===== config.mk =====
export PLATFORM = sky130hd
export DESIGN_NAME = hilo_md_unit
export DESIGN_NICKNAME = d
export VERILOG_FILES = /design/src/rtl/hilo_md_unit.sv
export SDC_FILE = /design/constraint.sdc
export NUM_CORES = 2
export LEC_CHECK = 0
export BUFFER_PORTS_ARGS = -buffer_cell sky130_fd_sc_hd__buf_2
export CORE_MARGIN = 2
export CORE_UTILIZATION = 57
export CTS_BUF_LIST = sky130_fd_sc_hd__clkbuf_16
export DETAILED_ROUTE_END_ITERATION = 16
export PLACE_DENSITY = 0.73
export SLEW_MARGIN = 20
export SYNTH_ARGS = -nofsm -noshare
export SYNTH_HDL_FRONTEND = slang
export SYNTH_SLANG_ARGS = --single-unit
export TNS_END_PERCENT = 1

===== constraint.sdc =====
create_clock -name clk -period 9.99 [get_ports clk]
set_input_delay 1.4985 -clock clk [delete_from_list [all_inputs] [get_ports clk]]
set_output_delay 1.4985 -clock clk [all_outputs]
set_load 0.03 [all_outputs]

===== src/rtl/hilo_md_unit.sv =====
// HI/LO multiply/divide unit for the EX stage: fixed-latency multiplier,
// 32-cycle radix-2 restoring divider, MTHI/MTLO, and flush cancellation.
module hilo_md_unit #(
  parameter int unsigned MUL_LAT = 2
) (
  input  logic        clk,
  input  logic        rst_n,
  input  logic        start,
  input  logic [2:0]  op,
  input  logic [31:0] rs_data,
  input  logic [31:0] rt_data,
  input  logic        flush,
  input  logic        hi_lo_sel,
  output logic [31:0] RHLOut,
  output logic        busy
);

  typedef enum logic [1:0] {S_IDLE, S_MUL, S_DIV} state_t;

  state_t      r_state, w_state_nxt;
  logic [31:0] r_hi, r_lo;
  logic [31:0] r_a, r_b, r_quo, r_rem;
  logic [4:0]  r_cnt;
  logic        r_signed, r_neg_q, r_neg_r;

  logic        w_accept, w_mul_last, w_div_last;
  logic        w_rs_neg, w_rt_neg;
  logic [63:0] w_a_ext, w_b_ext, w_prod;
  logic [32:0] w_shift;
  logic        w_ge;
  logic [31:0] w_rem_nxt, w_quo_nxt, w_div_q, w_div_r;

  assign busy       = (r_state != S_IDLE);
  assign RHLOut     = hi_lo_sel ? r_hi : r_lo;
  assign w_accept   = start & ~busy & ~flush;
  assign w_mul_last = (r_cnt == 5'(MUL_LAT - 1));
  assign w_div_last = (r_cnt == 5'd31);

  // Signedness only matters for MULT/DIV (op[0]==0).
  assign w_rs_neg = ~op[0] & rs_data[31];
  assign w_rt_neg = ~op[0] & rt_data[31];

  assign w_a_ext = {{32{r_signed & r_a[31]}}, r_a};
  assign w_b_ext = {{32{r_signed & r_b[31]}}, r_b};
  assign w_prod  = w_a_ext * w_b_ext;

  // One restoring step: shift in the next dividend bit, subtract if it fits.
  assign w_shift   = {r_rem, r_quo[31]};
  assign w_ge      = (w_shift >= {1'b0, r_b});
  assign w_rem_nxt = w_ge ? (w_shift[31:0] - r_b) : w_shift[31:0];
  assign w_quo_nxt = {r_quo[30:0], w_ge};
  assign w_div_q   = r_neg_q ? -w_quo_nxt : w_quo_nxt;
  assign w_div_r   = r_neg_r ? -w_rem_nxt : w_rem_nxt;

  always_ff @(posedge clk or negedge rst_n) begin
    if (!rst_n) r_state <= S_IDLE;
    else        r_state <= w_state_nxt;
  end

  always_comb begin
    w_state_nxt = r_state;
    unique case (r_state)
      S_IDLE: begin
        if (w_accept) begin
          if (op[2:1] == 2'b00)      w_state_nxt = S_MUL;
          else if (op[2:1] == 2'b01) w_state_nxt = S_DIV;
        end
      end
      S_MUL:   if (flush || w_mul_last) w_state_nxt = S_IDLE;
      S_DIV:   if (flush || w_div_last) w_state_nxt = S_IDLE;
      default: w_state_nxt = S_IDLE;
    endcase
  end

  always_ff @(posedge clk or negedge rst_n) begin
    if (!rst_n) begin
      r_hi     <= '0;
      r_lo     <= '0;
      r_a      <= '0;
      r_b      <= '0;
      r_quo    <= '0;
      r_rem    <= '0;
      r_cnt    <= '0;
      r_signed <= 1'b0;
      r_neg_q  <= 1'b0;
      r_neg_r  <= 1'b0;
    end else if (w_accept) begin
      case (op)
        3'b000, 3'b001: begin
          r_a      <= rs_data;
          r_b      <= rt_data;
          r_signed <= ~op[0];
          r_cnt    <= '0;
        end
        3'b010, 3'b011: begin
          r_a     <= rs_data;
          r_b     <= w_rt_neg ? -rt_data : rt_data;
          r_quo   <= w_rs_neg ? -rs_data : rs_data;
          r_rem   <= '0;
          r_neg_q <= w_rs_neg ^ w_rt_neg;
          r_neg_r <= w_rs_neg;
          r_cnt   <= '0;
        end
        3'b100:  r_hi <= rs_data;
        3'b101:  r_lo <= rs_data;
        default: ;
      endcase
    end else if (r_state == S_MUL && !flush) begin
      r_cnt <= r_cnt + 5'd1;
      if (w_mul_last) begin
        r_hi <= w_prod[63:32];
        r_lo <= w_prod[31:0];
      end
    end else if (r_state == S_DIV && !flush) begin
      r_rem <= w_rem_nxt;
      r_quo <= w_quo_nxt;
      r_cnt <= r_cnt + 5'd1;
      if (w_div_last) begin
        // Divide by zero returns the raw dividend in HI, all-ones in LO.
        if (r_b == '0) begin
          r_hi <= r_a;
          r_lo <= '1;
        end else begin
          r_hi <= w_div_r;
          r_lo <= w_div_q;
        end
      end
    end
  end

endmodule

==> flow_summary.toml <==
[run_status]
status = "completed"

[grt]
grt_pass1_vias = 45217
grt_pass1_wl_um = 259000
grt_usage_pct = 35.6
antenna_found_initial = 16
grt_max_degree = 100
gr-total-overflow = 0

[timing]
rsz0062_at_grt = "no"
drv_slew = 0
finClkSkew_ns = 0.0432
tightest_slew_ns = 1.23
finalHoldViolations = 0
fin_crit_sh_pct = 94.0
max_slew_margin_pct = 18.3
fmax_ghz = 0.106
timing.hold.ws_ns = 0.480
tns_ns = 0
period_minus_slack_ns = 9.39
setup_viol = 0

[routing]
vias_per_cell = 5.92
dr.first_iter.drc_count = 3611
ant_nets = 0
via_count = 42972
drc_errors = 0
drtPass1Iterations = 6
routedWlPerCell_um = 22.5
route.final.wire_length_um = 163000

[hold_path]
min_from = "r_lo[29]"
hold_class = "reg -> reg"

[setup_path]
path_max_fanout = 17
critPathKind = "reg -> reg"
required_ns = 10.52
critPathTopFamily = "adder cells"
r2r-start = "r_b[12]"
path_buf_inv = 7
crit_start = "r_b[12]"
worst_path_max_delay_cell = "dfrtp_1"
endpoint_kind = "flip-flop"
cp_slowest_stage_delay_ns = 0.79
cp-start-kind = "flip-flop"
path_common_cell = "fa_1"
crit_arrival_ns = 9.92

[synthesis]
synth-edff-count = 0
avgSynthCellArea_um2 = 8.63
synth.largest_area_cell = "fa_1"
yosys_register_bits = 202
yosysSeqAreaShare_pct = 9.55
synthCells = 6134
synth-main-ff-cell = "dfrtp_1"
synth.top_cells.by_area = "fa_1 43%, dfrtp_1 9.5%, inv_1 8.4%, nand2_1 7.5%, ha_1 5.9%"
syn_nets = 7583
synthArstFlopShare_pct = 100
netlist.area_leader.share_pct = 42.6
yosys_warnings = 0
ys_types = 94
synth_area_um2 = 53000

[floorplan]
dieHeight_um = 309
design.core.area_um2 = 91800
io_pins = 105
die_x_um = 309
die_area_um2 = 95400
rows = 111
start_util_pct = 57.7

[finish]
nets = 7441
syn2layout_area_growth_pct = 4.54
stdcell_area_um2 = 55400
drive_gt1_share_pct = 5.92

[clocking]
h-tree-depth = 1
numCtsBuffers = 23
clock-root-buffer = "clkbuf_16"
ctsResizeCount = 0
clock_latency_ns = 0.61
post_cts_buffers = 0
path_clk_slew_ns = 0.07
clockBufferDepth = 3
cts_hold_buffers = 0
cts_tree = "done"
clock_sinks = 202

[placement]
dp_hpwl_um = 131000
portBuffers = 104
place_area_um2 = 54500
place.gp.congestion = 1.01

[flow_run]
cap_violations = 0
-- synth_stat cells, types with 41 or more instances --
| cell type | number |
|---|---|
| xor2_1 | 86 |
| a21oi_1 | 226 |
| inv_1 | 1181 |
| a21o_1 | 43 |
| nand2_1 | 1062 |
| xnor2_1 | 116 |
| fa_1 | 1126 |
| ha_1 | 251 |
| nand3_1 | 41 |
| and2_1 | 349 |
| clkbuf_1 | 368 |
| nor2_1 | 180 |
| o21ai_0 | 273 |
| dfrtp_1 | 202 |
| nor3_1 | 52 |
-- layout make-up --
| cell class | count | area [um^2] |
|---|---|---|
| multi-input cells | 4355 | 42000 |
| fillers | 8021 | 36400 |
| flip-flops and latches | 202 | 5060 |
| inverters | 1183 | 4440 |
| well taps | 1243 | 1560 |
| repair buffers | 227 | 1500 |
| clock buffers | 23 | 576 |
| clock inverters | 19 | 196 |
| diodes | 9 | 22.5 |
-- state kept, by name, summed over array words and instances (netlist names) --
name / cells
r_a: 32
r_b: 32
r_hi: 32
r_lo: 32
r_quo: 32
r_rem: 32
r_cnt: 5
r_state: 2
r_neg_q: 1
r_neg_r: 1
r_signed: 1
-- worst register-to-register path: cells and delay by family, from the launching register on --
family / cells / cell delay (ns)
adders and majority gates: 9 / 4.16
AOI/OAI and AO/OA: 8 / 2.51
and+or+nand+nor: 4 / 0.87
DFF: 1 / 0.79
buffers and inverters: 7 / 0.79
muxes: 1 / 0.25
-- stage by stage --
step	util (%)	setup WS, ns	instances
2_1_floorplan	-	1.45	6134
3_3_place_gp	59.4	0.800	7209
3_5_place_dp	59.4	0.785	7209
4_1_cts	60.3	0.769	7251
5_1_grt	60.3	0.267	7256
6_report	60.3	0.597	7261
-- layer usage --
metal | part of all wire (%) | global-route usage (%)
met5 | 0.020 | 0
met4 | 6.1 | 17.6
met3 | 9.9 | 7.67
met2 | 46 | 56.7
met1 | 38 | 46.2
-- worst paths after layout --
path	to	slack, ns	depth (start not counted)
min	r_lo[29]	0.48	2
max reg2reg	r_hi[24]	0.60	29
max in group asynchronous	r_a[6]	7.35	2
max	r_hi[24]	0.60	29
min in group asynchronous	r_lo[14]	1.01	1
min reg2reg	r_lo[29]	0.48	2
-- kinds of logic (layout without fill, tap and decap cells) --
family | after synthesis | in the layout | share of synthesized area [%]
adder cells (fa/ha/maj) | 1377 | 1377 | 48.5
AND/OR/NAND/NOR | 1888 | 1888 | 16.4
XOR/XNOR | 202 | 202 | 3.34
AO/OA/AOI/OAI | 828 | 828 | 9.76
multiplexers | 60 | 60 | 1.22
buffers and inverters | 1577 | 1452 | 11.2
flip-flops | 202 | 202 | 9.55
other | 0 | 9 | 0
-- placed cells by master (no fill, tap or decap), types with 15 or more instances in the layout --
master,netlist,routed
mux2_2,36,36
a31oi_1,28,28
nor3_1,52,52
o21a_1,19,19
clkbuf_16,0,23
nor4_1,24,24
nand2b_1,16,15
nand2_1,1062,1062
or3_1,23,23
xor2_1,86,86
a21oi_1,226,225
and3_1,40,40
xnor2_1,116,116
o21ai_0,273,272
buf_2,11,103
fa_1,1126,1126
nand3_1,41,41
and2_1,349,348
mux2i_1,23,23
inv_1,1181,1183
a211oi_1,32,31
ha_1,251,251
buf_4,1,119
o211ai_1,24,24
a21o_1,43,43
o31ai_1,30,30
nand4_1,25,25
dfrtp_1,202,198
nor2_1,180,179
a221oi_1,21,21
Power is not shown: default switching activity piles up to over one toggle a cycle in this logic, so the estimate is an artifact.
